## src/rtl/fnd_pkg.sv

```systemverilog
// fnd_pkg: shared constants and types for the 4-digit 7-segment display driver.
//   - segment codes (active-low {dp,g,f,e,d,c,b,a}) for digits 0-9, dash, blank
//   - field moduli used for the range check
//   - snapshot record of the watch time bus
package fnd_pkg;

  localparam logic [7:0] SEG_DASH = 8'hBF;
  localparam logic [7:0] SEG_OFF  = 8'hFF;
  localparam logic [3:0] COM_OFF  = 4'b1111;

  localparam logic [6:0] MOD_MSEC = 7'd100;
  localparam logic [6:0] MOD_SEC  = 7'd60;
  localparam logic [6:0] MOD_MIN  = 7'd60;
  localparam logic [6:0] MOD_HOUR = 7'd24;

  // centisecond value at which the colon (dp on digit 2) switches off
  localparam logic [6:0] MSEC_HALF = 7'd50;

  typedef struct packed {
    logic       sel_hm;
    logic       blink_en;
    logic [6:0] msec;
    logic [5:0] sec;
    logic [5:0] min;
    logic [4:0] hour;
  } snap_t;

  // Values above 9 cannot reach here for in-range fields; show a dash anyway.
  function automatic logic [7:0] seg_code(input logic [6:0] v);
    logic [7:0] s;
    case (v)
      7'd0:    s = 8'hC0;
      7'd1:    s = 8'hF9;
      7'd2:    s = 8'hA4;
      7'd3:    s = 8'hB0;
      7'd4:    s = 8'h99;
      7'd5:    s = 8'h92;
      7'd6:    s = 8'h82;
      7'd7:    s = 8'hF8;
      7'd8:    s = 8'h80;
      7'd9:    s = 8'h90;
      default: s = SEG_DASH;
    endcase
    return s;
  endfunction

endpackage

```

## src/rtl/fnd_display_ctrl_if.sv

```systemverilog
// fnd_display_ctrl_if: watch time bus between the watch counter (master) and
// the display driver (slave).
//   sel_hm   : 0 = sec:msec, 1 = hour:min
//   blink_en : blank the display during the second half of each second
//   msec/sec/min/hour : time fields
interface fnd_display_ctrl_if;
  logic       sel_hm;
  logic       blink_en;
  logic [6:0] msec;
  logic [5:0] sec;
  logic [5:0] min;
  logic [4:0] hour;

  modport master (output sel_hm, blink_en, msec, sec, min, hour);
  modport slave  (input  sel_hm, blink_en, msec, sec, min, hour);
endinterface

```

## src/rtl/fnd_tick_gen.sv

```systemverilog
// fnd_tick_gen: digit-switch tick generator.
//   clk, reset : system clock, async active-high reset
//   scan_tick  : one-cycle pulse every CLK_HZ/SCAN_HZ cycles
module fnd_tick_gen #(
  parameter int unsigned CLK_HZ  = 100_000_000,
  parameter int unsigned SCAN_HZ = 1000
) (
  input  logic clk,
  input  logic reset,
  output logic scan_tick
);
  localparam int unsigned DIV   = CLK_HZ / SCAN_HZ;
  localparam int unsigned CNT_W = (DIV > 1) ? $clog2(DIV) : 1;
  localparam logic [CNT_W-1:0] TC = CNT_W'(DIV - 1);

  logic [CNT_W-1:0] cnt_q;

  always_ff @(posedge clk or posedge reset) begin
    if (reset)            cnt_q <= '0;
    else if (cnt_q == TC) cnt_q <= '0;
    else                  cnt_q <= cnt_q + CNT_W'(1);
  end

  assign scan_tick = (cnt_q == TC);
endmodule

```

## src/rtl/fnd_display_ctrl.sv

```systemverilog
// fnd_display_ctrl: scan-multiplexed 4-digit common-anode 7-segment driver.
//   clk, reset : system clock, async active-high reset
//   tbus       : watch time bus (slave side), snapshotted once per frame
//   fnd_com    : digit enables, active-low, bit 0 = rightmost digit
//   fnd_data   : segments {dp,g,f,e,d,c,b,a}, active-low
module fnd_display_ctrl
  import fnd_pkg::*;
#(
  parameter int unsigned CLK_HZ  = 100_000_000,
  parameter int unsigned SCAN_HZ = 1000
) (
  input  logic                     clk,
  input  logic                     reset,
  fnd_display_ctrl_if.slave        tbus,
  output logic [3:0]               fnd_com,
  output logic [7:0]               fnd_data
);

  logic       scan_tick;
  logic [1:0] dig_q, dig_d;
  logic       run_q, run_d;
  snap_t      snap_q, snap_d;
  logic [3:0] com_q, com_d;
  logic [7:0] data_q, data_d;

  logic [6:0] low_f, high_f, src_f, dig_val;
  logic       low_bad, high_bad, src_bad;

  fnd_tick_gen #(.CLK_HZ(CLK_HZ), .SCAN_HZ(SCAN_HZ)) u_tick (
    .clk       (clk),
    .reset     (reset),
    .scan_tick (scan_tick)
  );

  // run_q marks that the first tick after reset has been seen: that tick lights
  // digit 0 from the cleared snapshot rather than advancing the digit.
  always_comb begin
    dig_d  = dig_q;
    run_d  = run_q;
    snap_d = snap_q;
    if (scan_tick) begin
      run_d = 1'b1;
      if (run_q) begin
        dig_d = dig_q + 2'd1;
        if (dig_q == 2'd3) begin
          snap_d = '{sel_hm: tbus.sel_hm, blink_en: tbus.blink_en, msec: tbus.msec,
                     sec: tbus.sec, min: tbus.min, hour: tbus.hour};
        end
      end
    end
  end

  // Encode from the next-state digit and snapshot so that outputs, digit and
  // snapshot all change on the same edge.
  always_comb begin
    low_f    = snap_d.sel_hm ? {1'b0, snap_d.min}  : snap_d.msec;
    high_f   = snap_d.sel_hm ? {2'b0, snap_d.hour} : {1'b0, snap_d.sec};
    low_bad  = low_f  >= (snap_d.sel_hm ? MOD_MIN  : MOD_MSEC);
    high_bad = high_f >= (snap_d.sel_hm ? MOD_HOUR : MOD_SEC);
    src_f    = dig_d[1] ? high_f   : low_f;
    src_bad  = dig_d[1] ? high_bad : low_bad;
    dig_val  = dig_d[0] ? (src_f / 7'd10) : (src_f % 7'd10);

    data_d = src_bad ? SEG_DASH : seg_code(dig_val);
    // colon: dp on digit 2 for the first half second; a dash never gets it
    if (dig_d == 2'd2 && !src_bad && snap_d.msec < MSEC_HALF) data_d[7] = 1'b0;

    // msec >= 50 also covers out-of-range msec
    if (snap_d.blink_en && snap_d.msec >= MSEC_HALF) com_d = COM_OFF;
    else                                             com_d = ~(4'b0001 << dig_d);
  end

  always_ff @(posedge clk or posedge reset) begin
    if (reset) begin
      dig_q  <= 2'd0;
      run_q  <= 1'b0;
      snap_q <= '0;
      com_q  <= COM_OFF;
      data_q <= SEG_OFF;
    end else begin
      dig_q  <= dig_d;
      run_q  <= run_d;
      snap_q <= snap_d;
      if (scan_tick) begin
        com_q  <= com_d;
        data_q <= data_d;
      end
    end
  end

  assign fnd_com  = com_q;
  assign fnd_data = data_q;

endmodule
```

## src/flat_wrapper.sv

```systemverilog
// flat-port wrapper written by rule: the top's interface ports become plain ports
module fnd_display_ctrl_flat import fnd_pkg::*;
#(
  parameter int unsigned CLK_HZ  = 100_000_000,
  parameter int unsigned SCAN_HZ = 1000
)
  (clk, reset, fnd_com, fnd_data, tbus_sel_hm, tbus_blink_en, tbus_msec, tbus_sec, tbus_min, tbus_hour);
  fnd_display_ctrl_if tbus_i ();
  input  logic clk;
  input  logic reset;
  output logic [3:0] fnd_com;
  output logic [7:0] fnd_data;
  input wire logic [$bits(tbus_i.sel_hm)-1:0] tbus_sel_hm;
  input wire logic [$bits(tbus_i.blink_en)-1:0] tbus_blink_en;
  input wire logic [$bits(tbus_i.msec)-1:0] tbus_msec;
  input wire logic [$bits(tbus_i.sec)-1:0] tbus_sec;
  input wire logic [$bits(tbus_i.min)-1:0] tbus_min;
  input wire logic [$bits(tbus_i.hour)-1:0] tbus_hour;
  assign tbus_i.sel_hm = tbus_sel_hm;
  assign tbus_i.blink_en = tbus_blink_en;
  assign tbus_i.msec = tbus_msec;
  assign tbus_i.sec = tbus_sec;
  assign tbus_i.min = tbus_min;
  assign tbus_i.hour = tbus_hour;
  fnd_display_ctrl #(.CLK_HZ(CLK_HZ), .SCAN_HZ(SCAN_HZ)) u_core (.clk(clk), .reset(reset), .tbus(tbus_i), .fnd_com(fnd_com), .fnd_data(fnd_data));
endmodule
```

## config.mk

```make
export PLATFORM = sky130hd
export DESIGN_NAME = fnd_display_ctrl_flat
export DESIGN_NICKNAME = d
export VERILOG_FILES = /design/src/rtl/fnd_pkg.sv /design/src/rtl/fnd_display_ctrl_if.sv /design/src/rtl/fnd_tick_gen.sv /design/src/rtl/fnd_display_ctrl.sv /design/src/flat_wrapper.sv
export SDC_FILE = /design/constraint.sdc
export NUM_CORES = 1
export LEC_CHECK = 0
export ABC_CLOCK_PERIOD_IN_PS = 18000
export BUFFER_PORTS_ARGS = -buffer_cell sky130_fd_sc_hd__buf_2
export CORE_MARGIN = 4
export CORE_UTILIZATION = 35
export DETAILED_ROUTE_END_ITERATION = 6
export GPL_TIMING_DRIVEN = 0
export SLEW_MARGIN = 20
export SYNTH_ARGS = -nofsm -noshare
export SYNTH_HDL_FRONTEND = slang
export SYNTH_SLANG_ARGS = --single-unit
```

## constraint.sdc

```tcl
create_clock -name clk -period 18 [get_ports clk]
set_input_delay 0.9 -clock clk [delete_from_list [all_inputs] [get_ports clk]]
set_output_delay 0.9 -clock clk [all_outputs]
set_load 0.005 [all_outputs]
```

==> metrics <==
gr ovfl total=0; sequential-to-total area share from yosys stat=37.94%; mux cell area share after synthesis=11.91%; CP most frequent cell=ha_1; share of post-route cells with drive strength above 1=25.65%; status=finished clean; boundary pin count=40; Core Region=roughly 0.011 mm^2; clock insertion delay at the later pin of the skew report=about 360 ps; Crit. End Element=flip-flop; Tightest Pin Transition=approximately 730 ps; fraction of registers with async set/reset=100.0%; CTS tree=yes; Tmin final=7352 ps; dpl hpwl=6985 um; synthesized instance count=409; n_diodes=0; Post-Synth XOR/XNOR Area=about 4.3%; fin nets=500; FMAX=0.1360 GHz; syn nets=450; Slew HR=51.29%; vias per cell=5.280; final antenna-violating net count=0; Ys Warns=0; Synth top area share=29.78%; first-pass GRT wire length=15950 um; first element of the critical path=u_core.u_tick.cnt_q[0]; startpoint class of the critical path=flip-flop; cts bufs inserted=9; CTS Hold Bufs=0; Hold Vio Cnt, Final=0; WS Path Type=reg -> reg; GRT Util Overall=15.38%; die height=113.1 um; CTS Sinks=between 50 and 60; post-synth top area cell=dfrtp_1; root buffer cell=clkbuf_8; Resized Gates After CTS=0; top_reg_cell synth=dfrtp_1; # H-tree levels=3; Initial Utilization=35.65%; # Post-CTS Setup Buffers=0; #FFs+latches synth=58; Via Count=3189; Max FO, Critical Path=10; clk_skew=approximately 15 ps; Site Rows=38; wire length per cell=15.43 um; DRC=0; compound-gate portion of the synthesized area=between 10% and 20%; power density cells=59.21 mW/mm^2; LEAKAGE=1.920 nW; 1st-pass router iterations=4; Period Utilization, post-route=40.84%; adder-cell share of the synthesized area=approximately 4.2%; worst hold path startpoint=u_core.snap_q[2]; gpl congestion=0.8664; Synth area leaders=dfrtp_1, dfstp_2, nand2_1; fill cell total of the finished layout=1095; largest family of logic cells by synthesized area=simple AND/OR/NAND/NOR gates; detailed-route wire length=9322 um; mapped cell area=0.003865 mm^2; Hold WC Path Type=reg -> reg; maximum vdd drop=0.00004330 V; initial drt markers=170; vias in the first global route=3262; fin cells=604; Yosys cell types=72; Worst path max stage delay=slightly below 600 ps; slowest CP cell=o31ai_1; Area Growth Syn to Fin=14.86%; Die Width=about 110 um; max-slew violations=0; RSZ-0062 raised after global routing=no; EDFF count, synth=0; number of port buffers=39; Mean Syn Cell Area=9.450 um^2; initial antenna violation count=0; setup tns final=0 ps; MaxCap Viol Count=0; die area=0.01279 mm^2; worst-case clock buffer depth=2; commonest non-fill, non-tap cell in the layout=nand2_1; FF-to-FF Start=u_core.u_tick.cnt_q[0]; Required @ worst endpoint=~18000 ps; clock transition at the registers of the reported paths=80 ps; placed insts=around 590; largest net degree at the start of global routing=59; # setup viols final=0; simple-gate portion of the synthesized area=around a fifth; CP Data Arrival Time=7650 ps; commonest cells after routing, fill and taps aside=nand2_1, dfrtp_1, buf_2
[worst max-delay path: cells and delay by family (launching register included)]
family	cells	cell delay [ps]
adder cells (fa/ha/maj)	5	1380
multiplexers	3	800
XOR/XNOR	2	590
flip-flops	1	390
AND/OR/NAND/NOR	7	1470
AO/OA/AOI/OAI	7	1910
buffers and inverters	5	740
[sequential cells by signal, summed over array words and instances (netlist names)]
register and count:
u_core.u_tick.cnt_q 17, u_core.dig_q 2, u_core.fnd_com 4, u_core.fnd_data 8, u_core.run_q 1, u_core.snap_q 26
[power by group]
| group | total [mW] | switching, mW | internal [mW] | leakage, nW |
|---|---|---|---|---|
| combinational | 0.00689 | 0.00422 | 0.00267 | 1.13 |
| clock | 0.126 | 0.0609 | 0.0647 | 0.0885 |
| sequential | 0.130 | 0 | 0.130 | 0.697 |
[logic make-up after synthesis]
logic type               after synthesis
multiplexers                          37
adder cells (fa/ha/maj)               13
AO/OA/AOI/OAI                         86
flip-flops                            58
AND/OR/NAND/NOR                      159
XOR/XNOR                              19
buffers and inverters                 37
[final timing paths]
path / endpoint / slack, ps / depth (start not counted)
hold / removal: u_core.snap_q[2] / 480 / 2
min in group asynchronous: u_core.u_tick.cnt_q[2] / 670 / 2
setup / recovery: u_core.fnd_data[3] / 10650 / 29
setup reg to reg: u_core.fnd_data[3] / 10650 / 29
hold reg to reg: u_core.snap_q[2] / 480 / 2
max in group asynchronous: u_core.snap_q[10] / 16840 / 2
[routing by layer]
metal | wire length [um] | track usage [%] | vias up
li1 | - | - | 1576
met4 | 107 | 4.567 | 0
met3 | 326 | 3.904 | 7
met5 | 0 | 0 | -
met2 | 4616 | 25.39 | 40
met1 | 4272 | 19.92 | 1566
[area by class of cell]
class / count / area [um^2] / area share, %
buffer: 16 / 77.57 / 1.747
timing repair buffer: 39 / 195.2 / 4.397
inverter: 21 / 81.33 / 1.832
tap: 140 / 175.2 / 3.946
clock buffer: 9 / 123.9 / 2.790
sequential: 58 / 1466 / 33.03
multi-input combinational: 314 / 2242 / 50.51
clock inverter: 7 / 77.57 / 1.747
[cell usage after synthesis, drive strengths merged, types with 4 or more instances]
library cell,count
nor3,6
xnor2,11
dfstp,12
o22ai,5
dfrtp,46
xor2,8
mux2i,18
clkbuf,8
nand2,60
o21ai,18
nor2,26
nand4,7
and3,7
nand3,22
o211ai,9
or2,4
mux2,19
inv,21
a31oi,7
and2,8
ha,13
a21oi,12
buf,8
[metrics by stage]
stage / setup WS (ps) / area [um^2] / hold WS, ps / total power, mW / utilization [%]
after floorplan: 11750 / 3865 / 434.4 / 0.1355 / -
after global placement: 10880 / 4235 / 459.0 / 0.1398 / 39.07
after detailed placement: 10660 / 4238 / 466.0 / 0.1400 / 39.09
after CTS: 10630 / 4439 / 483.5 / 0.2657 / 40.95
after global routing: 9916 / 4439 / 504.6 / 0.2728 / 40.95
final: 10650 / 4439 / 481.1 / 0.2628 / 40.95
Note: power is estimated with default switching activity, not from simulation.
